===== config.mk =====
export PLATFORM = sky130hd
export DESIGN_NAME = ones_mask_gen_flat
export DESIGN_NICKNAME = d
export VERILOG_FILES = /design/src/rtl/ones_mask_gen_pkg.sv /design/src/rtl/ones_mask_gen_if.sv /design/src/rtl/ones_mask_gen_thermo_encode.sv /design/src/rtl/ones_mask_gen.sv /design/src/flat_wrapper.sv
export SDC_FILE = /design/constraint.sdc
export NUM_CORES = 1
export LEC_CHECK = 0
export ABC_AREA = 1
export ABC_CLOCK_PERIOD_IN_PS = 3000
export BUFFER_PORTS_ARGS = -buffer_cell sky130_fd_sc_hd__buf_2
export CAP_MARGIN = 10
export CORE_MARGIN = 3
export CORE_UTILIZATION = 38
export CTS_BUF_LIST = sky130_fd_sc_hd__clkbuf_16
export DETAILED_ROUTE_END_ITERATION = 10
export GPL_ROUTABILITY_DRIVEN = 0
export GPL_TIMING_DRIVEN = 0
export PLACE_DENSITY = 0.65
export SETUP_SLACK_MARGIN = 0.15
export SYNTH_ARGS = -nofsm -noshare
export SYNTH_HDL_FRONTEND = slang
export SYNTH_HIERARCHICAL = 1
export SYNTH_SLANG_ARGS = --single-unit

===== constraint.sdc =====
create_clock -name clk -period 3 [get_ports clk]
set_input_delay 0.45 -clock clk [delete_from_list [all_inputs] [get_ports clk]]
set_output_delay 0.45 -clock clk [all_outputs]
set_load 0.02 [all_outputs]

===== src/rtl/ones_mask_gen_pkg.sv =====
// Shared widths and mask helpers for the ones-count to contiguous-mask generator.
package ones_mask_pkg;

  localparam int unsigned WL_DEFAULT = 32;

  function automatic int unsigned count_w(input int unsigned wl);
    return $clog2(wl + 1);
  endfunction

  function automatic int unsigned offset_w(input int unsigned wl);
    return $clog2(wl);
  endfunction

  // Width-specific helpers; callers pick the width with mask_fn#(WL)::fn(...)
  class mask_fn #(parameter int unsigned WL = WL_DEFAULT);
    typedef logic [WL-1:0] mask_t;

    static function mask_t therm(input int unsigned cnt);
      mask_t r;
      r = '0;
      for (int unsigned i = 0; i < WL; i++) begin
        r[i] = (i < cnt);
      end
      return r;
    endfunction

    // off is always < WL here, so the right shift never exceeds the width
    static function mask_t rotl(input mask_t m, input int unsigned off);
      return (m << off) | (m >> (WL - off));
    endfunction
  endclass

endpackage


===== src/rtl/ones_mask_gen_if.sv =====
// Request/result valid-ready bundle for ones_mask_gen.
interface ones_mask_gen_if #(parameter int unsigned WL = 32);
  import ones_mask_pkg::*;

  localparam int unsigned CW = count_w(WL);
  localparam int unsigned OW = offset_w(WL);

  logic          in_valid;
  logic          in_ready;
  logic [CW-1:0] in_count;
  logic [OW-1:0] in_offset;
  logic          out_valid;
  logic          out_ready;
  logic [WL-1:0] out_mask;
  logic [CW-1:0] out_count;
  logic          out_clamped;

  modport master (
    output in_valid, in_count, in_offset, out_ready,
    input  in_ready, out_valid, out_mask, out_count, out_clamped
  );

  modport slave (
    input  in_valid, in_count, in_offset, out_ready,
    output in_ready, out_valid, out_mask, out_count, out_clamped
  );
endinterface


===== src/rtl/ones_mask_gen_thermo_encode.sv =====
// Combinational count-to-thermometer encoder: bit i set when i < cnt.
module thermo_encode
  import ones_mask_pkg::*;
#(
  parameter int unsigned WL = 32
) (
  input  logic [count_w(WL)-1:0] cnt,
  output logic [WL-1:0]          therm
);

  always_comb begin
    therm = mask_fn#(WL)::therm(32'(cnt));
  end

endmodule


===== src/rtl/ones_mask_gen.sv =====
// Two-stage valid/ready pipeline: clamp + thermometer encode, then rotate by offset.
module ones_mask_gen
  import ones_mask_pkg::*;
#(
  parameter int unsigned WL = 32
) (
  input  logic          clk,
  input  logic          rst,
  ones_mask_gen_if.slave bus
);

  localparam int unsigned CW = count_w(WL);
  localparam int unsigned OW = offset_w(WL);

  logic          s1_valid;
  logic [WL-1:0] s1_therm;
  logic [CW-1:0] s1_cnt;
  logic [OW-1:0] s1_off;
  logic          s1_clamped;

  logic          s2_valid;
  logic [WL-1:0] s2_mask;
  logic [CW-1:0] s2_cnt;
  logic          s2_clamped;

  logic          s1_adv;
  logic          s2_adv;
  logic [CW-1:0] cnt_c;
  logic [OW-1:0] off_c;
  logic          clamp_c;
  logic [WL-1:0] therm_c;
  logic [WL-1:0] rot_c;

  // in_ready depends combinationally on out_ready so both stages can move together
  always_comb begin
    s2_adv = !s2_valid || bus.out_ready;
    s1_adv = !s1_valid || s2_adv;
  end

  // Offset out of range only arises when WL is not a power of two
  always_comb begin
    cnt_c   = bus.in_count;
    off_c   = bus.in_offset;
    clamp_c = 1'b0;
    if (32'(bus.in_count) > WL) begin
      cnt_c   = CW'(WL);
      clamp_c = 1'b1;
    end
    if (32'(bus.in_offset) >= WL) begin
      off_c   = '0;
      clamp_c = 1'b1;
    end
  end

  thermo_encode #(.WL(WL)) u_thermo (
    .cnt   (cnt_c),
    .therm (therm_c)
  );

  always_comb begin
    rot_c = mask_fn#(WL)::rotl(s1_therm, 32'(s1_off));
  end

  always_ff @(posedge clk or posedge rst) begin
    if (rst) begin
      s1_valid   <= 1'b0;
      s1_therm   <= '0;
      s1_cnt     <= '0;
      s1_off     <= '0;
      s1_clamped <= 1'b0;
      s2_valid   <= 1'b0;
      s2_mask    <= '0;
      s2_cnt     <= '0;
      s2_clamped <= 1'b0;
    end else begin
      if (s1_adv) begin
        s1_valid <= bus.in_valid;
        if (bus.in_valid) begin
          s1_therm   <= therm_c;
          s1_cnt     <= cnt_c;
          s1_off     <= off_c;
          s1_clamped <= clamp_c;
        end
      end
      if (s2_adv) begin
        s2_valid <= s1_valid;
        if (s1_valid) begin
          s2_mask    <= rot_c;
          s2_cnt     <= s1_cnt;
          s2_clamped <= s1_clamped;
        end
      end
    end
  end

  assign bus.in_ready    = s1_adv;
  assign bus.out_valid   = s2_valid;
  assign bus.out_mask    = s2_mask;
  assign bus.out_count   = s2_cnt;
  assign bus.out_clamped = s2_clamped;

endmodule


===== src/flat_wrapper.sv =====
// flat-port wrapper written by rule: the top's interface ports become plain ports
module ones_mask_gen_flat import ones_mask_pkg::*;
#(
  parameter int unsigned WL = 32
)
  (clk, rst, bus_in_valid, bus_in_count, bus_in_offset, bus_out_ready, bus_in_ready, bus_out_valid, bus_out_mask, bus_out_count, bus_out_clamped);
  ones_mask_gen_if #(.WL(WL)) bus_i ();
  input  logic clk;
  input  logic rst;
  input wire logic [$bits(bus_i.in_valid)-1:0] bus_in_valid;
  input wire logic [$bits(bus_i.in_count)-1:0] bus_in_count;
  input wire logic [$bits(bus_i.in_offset)-1:0] bus_in_offset;
  input wire logic [$bits(bus_i.out_ready)-1:0] bus_out_ready;
  output wire logic [$bits(bus_i.in_ready)-1:0] bus_in_ready;
  output wire logic [$bits(bus_i.out_valid)-1:0] bus_out_valid;
  output wire logic [$bits(bus_i.out_mask)-1:0] bus_out_mask;
  output wire logic [$bits(bus_i.out_count)-1:0] bus_out_count;
  output wire logic [$bits(bus_i.out_clamped)-1:0] bus_out_clamped;
  assign bus_i.in_valid = bus_in_valid;
  assign bus_i.in_count = bus_in_count;
  assign bus_i.in_offset = bus_in_offset;
  assign bus_i.out_ready = bus_out_ready;
  assign bus_in_ready = bus_i.in_ready;
  assign bus_out_valid = bus_i.out_valid;
  assign bus_out_mask = bus_i.out_mask;
  assign bus_out_count = bus_i.out_count;
  assign bus_out_clamped = bus_i.out_clamped;
  ones_mask_gen #(.WL(WL)) u_core (.clk(clk), .rst(rst), .bus(bus_i));
endmodule

Yosys cells after proc, flatten, opt, wreduce, memory -nomap -nowiden
Index checks and enable logic that the tools add are counted.

Reductions and logical operators: 6. Bitwise gates (word level): 1. Multiplexer cells: 2. Add/sub/neg operators: 1. $lt $le $gt $ge: 33. Shift-type cells: 2.

Operators with widths (count): $lt 5x6->1 const A (16); $lt 4x6->1 const A (8); $or 32x32->32 (1); $shl 32x5->32 (1); $shr 32x32->32 (1); $lt 3x6->1 const A (4); $lt 1x6->1 const A (2); $lt 2x6->1 const A (2); $sub 6x5->7 const A (1); $gt 6x6->1 const B (1); $mux 6 (1); $reduce_and 2->1 (2); $logic_not 1->1 (2); $logic_or 1x1->1 (2); $mux 1 (1).

Bits of input ports: 15. Register bits: 85. Output and inout port bits: 41. Logic and storage cells: 54.

Logic depth before layout (Yosys ltp)
Gate-level depths: netlist of run 1.

Depth after elaboration: 4. Mapped depth: 17. Gate-level depth less buffers: 14.

Cells and area by module
Netlist of run 1, hierarchy kept.

By module, submodules not included: ones_mask_gen (area each 6359.8 µm², cells an instance 1011, instances 1, sequential area each 2127.0 µm²); thermo_encode (area each 324.1 µm², cells an instance 75, instances 1, sequential area each 0.0 µm²).

Worst setup path before layout of run 1
Ideal clock, no wire load.

Path kind: register to register. Start point: register u_core.s1_off[1]. End point: register u_core.s2_mask[8], in the netlist u_core/bus.out_mask[8]. Required time: 2.887 ns. Stages on the path, launching flop included: 16. Period minus slack after synthesis: 2.084 ns. Arrival: 1.971 ns. Path buffers: 3. Slack: 0.916 ns. Path through: dfrtp_1 -> inv_2 -> clkbuf_1 -> ha_1 -> buf_2 -> inv_1 -> buf_2 -> nand3_1 -> nand3_1 -> nand2_1 -> nand3_1 -> nand2_1 -> inv_1 -> nand3_1 -> nand2_1 -> inv_1.

Word-level cells in the longest chain between the ends: 3.

RTL lines: start: declaration (RTL line ones_mask_gen.sv:18) `logic [OW-1:0] s1_off;`; start signal: assignment (RTL line ones_mask_gen.sv:69) `s1_off <= '0;`; start signal: assignment (RTL line ones_mask_gen.sv:81) `s1_off <= off_c;`; $sub 6x5->7 (RTL line ones_mask_gen_pkg.sv:29) `return (m << off) | (m >> (WL - off));`; $shr 32x32->32 (RTL line ones_mask_gen_pkg.sv:29); $or 32x32->32 (*) (RTL line ones_mask_gen_pkg.sv:29); end signal: assignment (RTL line ones_mask_gen.sv:88) `s2_mask <= rot_c;`; end: declaration (RTL line ones_mask_gen.sv:22) `logic [WL-1:0] s2_mask;`.

Every way passes the cells marked *; elsewhere a longest branch is shown, timed or not. A chain may end at the register's enable or synchronous reset.

Final worst setup path of run 1
Start point: register u_core.s1_off[0]. End point: register u_core.s2_mask[11], in the netlist u_core/bus.out_mask[11].

The elaborated chain is that of the path after synthesis.

==> out/qor.json, run 1 <==
{
  "cts": {
    "post_cts.repair.setup_buffers": 0,
    "cts_made_buffers": 9,
    "clock_tree.root_cell": "clkbuf_16",
    "clock-sinks": 85,
    "hold_buffers": 0,
    "htreeDepth": 3,
    "clock_pin_slew_of_the_registers_on_the_worst_case_setup_and_hold_paths_ns": 0.07,
    "tritoncts": "done",
    "clk-insertion-delay-late_ns": 0.35,
    "cells_resized_by_post_cts_repair": 0,
    "clockBufferDepth": 2
  },
  "critical_path": {
    "cp-end-kind": "flop",
    "path_max_fanout": 10,
    "start_kind": "flop",
    "critical_path.reg2reg.startpoint": "u_core/s1_off[0]",
    "arrival_time_worst_endpoint_ns": 2.99,
    "worst-setup-path-type": "flop to flop",
    "critPathLaunch": "u_core/s1_off[0]",
    "worst-endpoint-required_ns": 3.25
  },
  "place": {
    "port_buffers": 55,
    "dp_hpwl_um": 20300
  },
  "grt": {
    "pin_count_of_the_biggest_net_entering_global_routing": 45,
    "grt_pass1_wl_um": 39900,
    "globalRouteOverflowTotal": 0,
    "first_global_vias": 7192,
    "global_routing_usage_summed_across_all_routing_layers": 0.264,
    "initial_antenna_violation_count": 0
  },
  "timing": {
    "clock-skew-final_ns": 0.00465,
    "fin_worst_hold_slack_ns": 0.140,
    "fin_crit_share": 0.913,
    "rsz0062_at_grt": "false",
    "final_max_slew_viol_count": 0,
    "hold_violations": 0,
    "report.final.setup_viol": 0,
    "final.min_clock_period_ns": 2.74,
    "maxClockFrequency_mhz": 365,
    "worst-slew-pin-transition_ns": 0.699,
    "max-slew-margin-rel": 0.532
  },
  "logic_synthesis": {
    "synth.avg_cell_area_um2": 6.15,
    "post_synthesis_compound_gate_area_fraction": 0.0414,
    "synth_seq_cells": 85,
    "mux_share_of_post_synthesis_cell_area": 0,
    "synth.net_count": 1102,
    "ys_top_cells_by_area": "dfrtp_1 (32%), nand3_1 (31%), nand2_1 (18%)",
    "synthesized_area_fraction_occupied_by_and_or_nand_nor_cells": 0.546,
    "synth.cell_area_um2": 6680,
    "synth_top_area_frac": 0.318,
    "synth_top_family_by_area": "simple AND/OR/NAND/NOR gates",
    "post-synth-top-area-cell": "dfrtp_1",
    "gate_count_after_technology_mapping": 1086,
    "share_of_the_yosys_chip_area_belonging_to_registers": 0.318,
    "synthesis.yosys.warnings": 6,
    "post_synth_fa_ha_maj_area_fraction": 0.00187,
    "synthDistinctLibCells": 26,
    "synthXorXnorAreaFrac": 0
  },
  "die": {
    "die_h_um": 139,
    "design.die.area_um2": 19200,
    "area_of_the_core_region_um2": 16900,
    "floorplan.die.width_um": 139,
    "io-pin-count": 56,
    "fp-row-count": 47,
    "initial_core_util": 0.396
  },
  "power": {
    "total_power_uw": 6360,
    "power.static_leakage_uw": 0.00387,
    "vdd_ir_drop_max_uv": 422,
    "cellPowerDensity_nw_per_um2": 841,
    "clockPowerShare": 0.184,
    "switching_share": 0.496,
    "internal-power_uw": 3200,
    "relative_contribution_of_combinational_cells_to_total_power": 0.553,
    "switchingPower_uw": 3150,
    "seq_power_share": 0.263
  },
  "outcome": {
    "status": "finished clean"
  },
  "cells_and_area": {
    "final.fill_count": 1839,
    "synthToLayoutAreaGrowth_pct": 13.1,
    "multi_input_area_um2": 3940,
    "finalNetCount": 1168,
    "final-seq-area_um2": 2130,
    "proportion_of_layout_cells_with_a_drive_suffix_above_1": 0.127,
    "diodes": 0
  },
  "drt": {
    "via_count": 8111,
    "avgViaCountPerCell": 5.89,
    "wirelength_um": 26000,
    "number_of_design_rule_violations_left_after_detail_routing": 0,
    "initialDrtViolationCount": 1570,
    "antenna_violating_nets_post_route": 0,
    "post_drt_wl_per_cell_um": 18.9,
    "first_pass_drt_iterations": 6
  },
  "run": {
    "max_cap_violations": 0
  },
  "min_path": {
    "hold_crit_path_type": "primary input to async pin"
  }
}
through the flow:
| step | TNS, ns | instance area [µm²] | cells | utilization | setup slack (ns) |
|---|---|---|---|---|---|
| after detailed placement | 0 | 7260 | 1362 | 0.430 | 0.219 |
| final | 0 | 7560 | 1377 | 0.448 | 0.261 |
| after global placement | -53.24 | 7230 | 1361 | 0.429 | -0.634 |
| after CTS | 0 | 7560 | 1378 | 0.448 | 0.206 |
| after global routing | 0 | 7560 | 1377 | 0.448 | 0.161 |
| after floorplan | 0 | 6680 | 1086 | - | 0.357 |
path summary, 6_finish.rpt:
kind	end	slack, ns	cells after the start
setup / recovery	u_core/bus.out_mask[11]	0.26	13
hold / removal	u_core/bus.out_count[2]	0.14	2
setup reg to reg	u_core/bus.out_mask[11]	0.26	13
hold reg to reg	u_core/bus.out_clamped	0.47	2
max in group asynchronous	u_core/s1_therm[6]	2.24	3
min in group clk	u_core/s1_off[4]	0.30	3
final cells by class:
cell class                 count  area share
buffer                        65      0.0435
clock buffer                   9      0.0298
clock inverter                 7      0.0104
inverter                      76      0.0384
multi-input combinational    859       0.521
sequential                    85       0.281
tap                          220      0.0364
timing repair buffer          56      0.0391
registers in the layout, summed over array words and instances, names as in the netlist:
register / cells
u_core/bus.out_mask: 32
u_core/bus.out_valid: 1
u_core/s1_therm: 32
u_core/s1_cnt: 6
u_core/s1_valid: 1
u_core/s1_off: 5
u_core/bus.out_count: 6
u_core/s1_clamped: 1
u_core/bus.out_clamped: 1
cell usage in the layout, fill, tap and decap left out, types with 2 or more instances in the layout:
| master | netlist | final |
|---|---|---|
| nand3_1 | 411 | 411 |
| nand2_1 | 315 | 315 |
| dfrtp_1 | 85 | 85 |
| buf_2 | 19 | 74 |
| inv_1 | 69 | 68 |
| nor2_1 | 39 | 39 |
| o21ai_0 | 29 | 29 |
| or2_2 | 25 | 25 |
| clkbuf_1 | 25 | 23 |
| a21oi_1 | 18 | 18 |
| buf_4 | 14 | 14 |
| clkbuf_16 | 0 | 9 |
| buf_1 | 7 | 7 |
| nand3b_1 | 6 | 6 |
| inv_2 | 4 | 4 |
| nor2_2 | 4 | 4 |
| nand2_2 | 3 | 3 |
| clkinvlp_4 | 0 | 2 |
| inv_6 | 0 | 2 |
| clkinv_1 | 2 | 2 |
| inv_4 | 1 | 2 |
| o22ai_1 | 2 | 2 |
| a31oi_1 | 2 | 2 |
worst max-delay path, cell delays in order (launching register included):
cell,delay (ns)
dfrtp_1,0.32
buf_4,0.19
inv_4,0.10
buf_4,0.20
ha_1,0.29
buf_2,0.16
clkbuf_1,0.44
nand3_1,0.26
nand3_1,0.19
nand3_1,0.12
nand3_1,0.15
nand2_1,0.07
nor2_1,0.09
nor2_1,0.05
logic make-up after synthesis:
group                    Yosys count
AO/OA/AOI/OAI                     53
flip-flops                        85
buffers and inverters            142
AND/OR/NAND/NOR                  805
adder cells (fa/ha/maj)            1
routing by layer:
metal  track usage  wire length (µm)  up-vias
li1              -                 -     3764
met1         0.363             10600     3644
met2         0.383             10500      585
met3        0.0748              3310      118
met4         0.122              1650        0
met5             0                 0        -
power groups by stage:
stage	Clock, µW	Combinational (µW)	Sequential, µW
3_3_place_gp	0	3360	1680
6_report	1170	3510	1670
3_5_place_dp	0	3370	1690
4_1_cts	1200	3380	1670
5_1_grt	1250	3780	1720
2_1_floorplan	0	2050	1950
synth_stat cells, drive strengths merged:
cell type,instances
a31oi,2
o211ai,1
clkinv,2
inv,74
nand3,411
clkbuf,25
ha,1
nor2,44
o21ai,30
nand3b,6
nand2,318
buf,41
o22ai,2
a21oi,18
or2,25
dfrtp,85
nand4,1
Note: power is estimated with default switching activity, not from simulation.
==> inputs of run 2 (changes only) <==
- ABC_AREA: 1 -> default
- PLACE_DENSITY: 0.65 -> default
- PLACE_DENSITY_LB_ADDON: default -> 0.05
- REMOVE_ABC_BUFFERS: default -> 1
==> run 2 against run 1 <==
Against the previous run:
- register-to-register slack got worse by 0.099 ns
- largest power group unchanged
- cell count shrank 26%
- combinational power is 4% higher
- die area up 17%
- global-route usage fell by 2.3 points
- synthesized cell count is 30% lower
- sequential share of layout area is 3.9 points lower
- non-clock buffer count fell by 40
- area after synthesis rose by 17%
- clock skew up 0.0051 ns
- wire length is 2.4% higher
==> out/qor.json, run 2 <==
{
  "outcome": {
    "status": "finished clean"
  },
  "critical_path": {
    "start_kind": "flop",
    "worst-r2r-setup-slack_ns": 0.16,
    "timing.critical_path.cells": "buf_16 > buf_4 > or4_4 > nand2_2 > mux4_2 > nor2b_4 > o32a_1",
    "worst-setup-path-type": "flop to flop",
    "worst-endpoint-required_ns": 3.24,
    "critical_path.slowest_cell": "or4_4",
    "path_max_fanout": 18,
    "critPathMaxStageDelay_ns": 0.58,
    "cp-end-kind": "flop",
    "critical_path.reg2reg.startpoint": "u_core/s1_off[0]",
    "worst-r2r-cell-count": 7,
    "arrival_time_worst_endpoint_ns": 3.07,
    "critical_path.reg2reg.endpoint": "u_core/bus.out_mask[0]",
    "critPathLaunch": "u_core/s1_off[0]"
  },
  "drt": {
    "initialDrtViolationCount": 875,
    "first_pass_drt_iterations": 6,
    "avgViaCountPerCell": 6.44,
    "antenna_violating_nets_post_route": 0,
    "wirelength_um": 26700,
    "via_count": 6605,
    "number_of_design_rule_violations_left_after_detail_routing": 0,
    "post_drt_wl_per_cell_um": 26.0
  },
  "cells_and_area": {
    "finalNetCount": 771,
    "diodes": 0,
    "multi_input_area_um2": 5270,
    "synthToLayoutAreaGrowth_pct": 12.4,
    "finalNonFillerCells": 1025,
    "leading_cell_types_in_the_layout_fill_and_taps_excluded": "nand2_1 (95), dfrtp_1 (80), mux2_2 (68)",
    "post-route-cell-area_um2": 8830,
    "layout.core_utilization": 0.443,
    "final.fill_count": 1898,
    "final-seq-area_um2": 2140,
    "mostFrequentLayoutCell": "nand2_1",
    "proportion_of_layout_cells_with_a_drive_suffix_above_1": 0.361
  },
  "grt": {
    "initial_antenna_violation_count": 0,
    "global_route.peak_usage_layer": "met2",
    "grt_pass1_wl_um": 41000,
    "groute.layer.met3.usage": 0.0409,
    "pin_count_of_the_biggest_net_entering_global_routing": 50,
    "global_routing_usage_summed_across_all_routing_layers": 0.241,
    "met1_usage": 0.352,
    "use_met2": 0.365,
    "first_global_vias": 6307,
    "globalRouteOverflowTotal": 0
  },
  "logic_synthesis": {
    "gate_count_after_technology_mapping": 756,
    "synthDistinctLibCells": 69,
    "synth.avg_cell_area_um2": 10.4,
    "synth_top_area_frac": 0.271,
    "synth_seq_cells": 85,
    "ys_top_cells_by_area": "dfrtp_1 (27%), mux4_2 (19%), mux2_2 (9.9%)",
    "count_of_flip_flops_with_a_built_in_enable_after_synthesis": 0,
    "synth.cell_area_um2": 7850,
    "synthesis.yosys.warnings": 6,
    "yosys_most_used_dff": "dfrtp_1",
    "post-synth-top-area-cell": "dfrtp_1",
    "post-synth-top-count-cell": "nand2_1",
    "share_of_the_yosys_chip_area_belonging_to_registers": 0.271,
    "asyncSetResetFlopFracSynth": 1.00,
    "ys_top_cells_by_count": "nand2_1 (96), dfrtp_1 (85), mux2_2 (69)"
  },
  "power": {
    "switchingPower_uw": 2910,
    "vdd_ir_drop_max_uv": 312,
    "switching_share": 0.443,
    "cellPowerDensity_nw_per_um2": 745,
    "power.static_leakage_uw": 0.00343,
    "relative_contribution_of_combinational_cells_to_total_power": 0.556,
    "seq_power_share": 0.276,
    "internal-power_uw": 3660,
    "clockPowerShare": 0.169
  },
  "cts": {
    "clock_pin_slew_of_the_registers_on_the_worst_case_setup_and_hold_paths_ns": 0.07,
    "cts_made_buffers": 9,
    "clock-sinks": 85,
    "clockBufferDepth": 2,
    "tritoncts": "done",
    "clk-insertion-delay-late_ns": 0.36,
    "hold_buffers": 0,
    "htreeDepth": 3,
    "clock_tree.root_cell": "clkbuf_16"
  },
  "run": {
    "max_cap_violations": 0
  },
  "timing": {
    "maxClockFrequency_mhz": 352,
    "fin_crit_share": 0.946,
    "report.final.setup_viol": 0,
    "clock-skew-final_ns": 0.00970,
    "max-slew-margin-rel": 0.200,
    "rsz0062_at_grt": "true",
    "final_max_slew_viol_count": 0,
    "hold_violations": 0,
    "final.min_clock_period_ns": 2.84,
    "worst-slew-pin-transition_ns": 1.20,
    "setup_total_negative_slack_ns": 0
  },
  "die": {
    "initial_core_util": 0.394,
    "io-pin-count": 56,
    "area_of_the_core_region_um2": 19900,
    "design.die.area_um2": 22400,
    "floorplan.die.width_um": 150,
    "die_h_um": 150,
    "fp-row-count": 51
  },
  "place": {
    "place_inst": 991,
    "placed_cell_area_um2": 8160,
    "port_buffers": 55,
    "dp_hpwl_um": 17900
  },
  "min_path": {
    "hold_crit_path_type": "primary input to async pin"
  }
}
==> run 2: cell types whose count changed after synthesis, moves of 11 or more <==
cell / previous run / this run
clkbuf_1: 25 / 46
mux2_2: 0 / 69
or2_2: 25 / 2
mux4_2: 0 / 67
nor3_1: 0 / 14
o32a_1: 0 / 12
nand3_1: 411 / 10
o21bai_1: 0 / 11
mux2i_1: 0 / 49
nand2_1: 315 / 96
inv_1: 69 / 9
==> run 2: routing by layer <==
metal  vias to the layer above  wire (µm)  share of wire
met5                         -          0              0
li1                       2878          -              -
met3                        41       2110          0.079
met4                         0        841          0.032
met1                      3342      11700           0.44
met2                       344      12000           0.45
==> run 2: cell type report <==
class                      instances  area share
multi-input combinational        563       0.597
sequential                        85       0.242
timing repair buffer              81      0.0811
tap                              265      0.0376
clock buffer                       9      0.0255
inverter                          14     0.00936
clock inverter                     7     0.00624
timing repair inverter             1     0.00128
==> run 2: power groups by stage <==
stage                     combinational, µW  sequential [µW]  clock, µW
after global placement                 3200             1960          0
after detailed placement               3300             1890          0
after CTS                              3570             1800       1150
after global routing                   3890             1860       1190
final                                  3650             1810       1110
after floorplan                        2050             2050          0
==> run 2: worst max-delay path by stage <==
| stage | to | slack (ns) | cells after the start |
|---|---|---|---|
| 2_1_floorplan | u_core/bus.out_mask[7] | -3.47 | 7 |
| 5_1_grt | u_core/bus.out_mask[23] | 0.09 | 9 |
| 3_3_place_gp | u_core/bus.out_mask[9] | -5.65 | 6 |
| 6_report | u_core/bus.out_mask[0] | 0.16 | 7 |
| 3_5_place_dp | u_core/bus.out_mask[26] | -1.05 | 8 |
| 4_1_cts | u_core/bus.out_mask[22] | 0.17 | 8 |
==> run 2: critical path, delay by kind of cell (launching register included) <==
kind / cells / cell delay, ns
AO/OA/AOI/OAI: 1 / 0.33
buffers and inverters: 2 / 0.32
flip-flops: 1 / 0.51
multiplexers: 1 / 0.42
AND/OR/NAND/NOR: 3 / 1.14
==> run 2: cell families (layout without fill, tap and decap cells) <==
family	Yosys count	after routing	share of synthesized area
adders and majority gates	1	1	0.00159
and+or+nand+nor	208	208	0.125
buffers and inverters	108	112	0.0736
muxes	197	197	0.391
xor gates and xnor gates	2	2	0.00223
AOI/OAI and AO/OA	155	155	0.136
DFF	85	85	0.271
==> run 2: repair_timing <==
| item | in CTS | in global routing |
|---|---|---|
| pin swaps | 3 | 4 |
| buffers inserted | 10 | 3 |
| endpoints found under the setup margin | 32 | 20 |
| resized for setup | 16 | 10 |
| cloned | 3 | 1 |
==> run 2: stage by stage <==
stage               worst slack (ns)  total power, µW  hold slack, ns
detailed placement             -1.05             5190           0.449
finish                         0.162             6570           0.123
global route                  0.0949             6940           0.172
CTS                            0.165             6520           0.142
global placement               -5.65             5150           0.446
floorplan                      -3.47             4090           0.433
==> inputs of run 3 (changes only) <==
- CORE_UTILIZATION: 38 -> 35
==> run 3 against run 2 <==
Against the previous run:
- non-clock buffer count grew 13
- flip-flop and latch count is the same
- wire length rose by 5.5%
- clock-buffer cell count unchanged
- clock power rose by 5%
- largest cell class unchanged
==> out/qor.json, run 3 (synthesis gave the netlist of run 2 again) <==
{
  "timing": {
    "final_max_slew_viol_count": 0,
    "maxClockFrequency_mhz": 355,
    "clock-skew-final_ns": 0.0116,
    "worst-slew-pin-transition_ns": 1.13,
    "max-slew-margin-rel": 0.244,
    "timing.final.ws_setup_ns": 0.181,
    "final.min_clock_period_ns": 2.82,
    "rsz0062_at_grt": "false",
    "report.final.setup_viol": 0,
    "hold_violations": 0,
    "fin_worst_hold_slack_ns": 0.113,
    "fin_crit_share": 0.940
  },
  "place": {
    "post-place-ws_ns": -0.995,
    "placed_cell_area_um2": 8210,
    "port_buffers": 55,
    "dp_hpwl_um": 18800
  },
  "power": {
    "cellPowerDensity_nw_per_um2": 752,
    "seq_power_share": 0.268,
    "internal-power_uw": 3760,
    "switching_share": 0.447,
    "relative_contribution_of_combinational_cells_to_total_power": 0.559,
    "clockPowerShare": 0.173,
    "total_power_uw": 6800,
    "switchingPower_uw": 3040,
    "vdd_ir_drop_max_uv": 298,
    "power.static_leakage_uw": 0.00353
  },
  "cells_and_area": {
    "layout.core_utilization": 0.412,
    "proportion_of_layout_cells_with_a_drive_suffix_above_1": 0.371,
    "mostFrequentLayoutCell": "nand2_1",
    "final-seq-area_um2": 2140,
    "final.fill_count": 2127,
    "leading_cell_types_in_the_layout_fill_and_taps_excluded": "nand2_1 (95), dfrtp_1 (81), mux4_2 (68)",
    "multi_input_area_um2": 5280,
    "finalNetCount": 784,
    "diodes": 0,
    "synthToLayoutAreaGrowth_pct": 15.2,
    "post-route-cell-area_um2": 9040
  },
  "die": {
    "design.die.area_um2": 24300,
    "die_h_um": 156,
    "floorplan.die.width_um": 156,
    "fp-row-count": 54,
    "initial_core_util": 0.358,
    "io-pin-count": 56,
    "area_of_the_core_region_um2": 22000
  },
  "run": {
    "max_cap_violations": 0
  },
  "critical_path": {
    "cp-end-kind": "flop",
    "arrival_time_worst_endpoint_ns": 3.06,
    "worst-endpoint-required_ns": 3.24,
    "start_kind": "flop",
    "path_max_fanout": 9,
    "worst-setup-path-type": "flop to flop"
  },
  "drt": {
    "number_of_design_rule_violations_left_after_detail_routing": 0,
    "m1WireLength_um": 12400,
    "initialDrtViolationCount": 528,
    "post_drt_wl_per_cell_um": 26.7,
    "antenna_violating_nets_post_route": 0,
    "first_pass_drt_iterations": 5,
    "routed.top_layer": "met4",
    "detailroute.wirelength.met3_um": 1910,
    "via_count": 6720,
    "avgViaCountPerCell": 6.38,
    "met2_length_um": 13000,
    "wirelength_um": 28100
  },
  "grt": {
    "grt_pass1_wl_um": 42600,
    "globalRouteOverflowTotal": 0,
    "pin_count_of_the_biggest_net_entering_global_routing": 51,
    "initial_antenna_violation_count": 0,
    "global_routing_usage_summed_across_all_routing_layers": 0.230,
    "first_global_vias": 6545
  },
  "cts": {
    "clock-sinks": 85,
    "clock_pin_slew_of_the_registers_on_the_worst_case_setup_and_hold_paths_ns": 0.08,
    "htreeDepth": 3,
    "clock_tree.root_cell": "clkbuf_16",
    "clk-insertion-delay-late_ns": 0.36,
    "cts_made_buffers": 9,
    "hold_buffers": 0,
    "tritoncts": "done",
    "clockBufferDepth": 2
  },
  "min_path": {
    "hold_crit_path_type": "primary input to async pin"
  },
  "outcome": {
    "status": "finished clean"
  }
}
-- run 3: final cells by class --
type / count / share of cell area
repair buffers: 94 / 0.0982
flip-flops and latches: 85 / 0.236
clock inverters: 7 / 0.00789
repair inverters: 1 / 0.00125
multi-input cells: 563 / 0.583
well taps: 280 / 0.0387
clock buffers: 9 / 0.0249
inverters: 14 / 0.00927
-- run 3: timing repair --
item	in CTS	in global routing
cloned	3	3
setup endpoints to repair	32	11
buffers inserted	9	14
resized for setup	18	14
pin swaps	2	5
-- run 3: worst paths after layout --
check / end / slack (ns) / startpoint / depth (start not counted)
min: u_core/bus.out_mask[29] / 0.11 / rst / 2
max in group asynchronous: u_core/s1_therm[1] / 2.25 / rst / 3
max: u_core/bus.out_mask[0] / 0.18 / u_core/s1_off[0] / 8
max reg2reg: u_core/bus.out_mask[0] / 0.18 / u_core/s1_off[0] / 8
min in group clk: u_core/s1_valid / 0.30 / bus_in_valid / 2
min reg2reg: u_core/bus.out_count[5] / 0.47 / u_core/s1_cnt[5] / 2
-- run 3: layer usage --
| metal | GRT usage | vias to the layer above |
|---|---|---|
| li1 | - | 2911 |
| met1 | 0.333 | 3448 |
| met2 | 0.356 | 319 |
| met3 | 0.0291 | 42 |
| met4 | 0.0791 | 0 |
| met5 | 0 | - |
-- run 3: critical path, cell delays in order (launching register included) --
cell	delay, ns
dfrtp_4	0.46
buf_16	0.15
clkinv_16	0.07
ha_4	0.36
clkbuf_16	0.19
mux4_1	0.42
mux4_2	0.54
nor2b_4	0.15
o32a_1	0.34
-- run 3: through the flow --
step	std cells	TNS, ns
CTS	1035	0
global placement	997	-234.43
detailed placement	1007	-21.21
global route	1053	0
floorplan	662	-97.12
finish	1053	0
-- run 3: power groups by stage --
stage	Combinational, µW	Clock [µW]	Sequential, µW
6_report	3800	1170	1820
4_1_cts	3610	1200	1810
3_5_place_dp	3330	0	1900
5_1_grt	4020	1250	1860
3_3_place_gp	3220	0	1960
2_1_floorplan	2050	0	2050
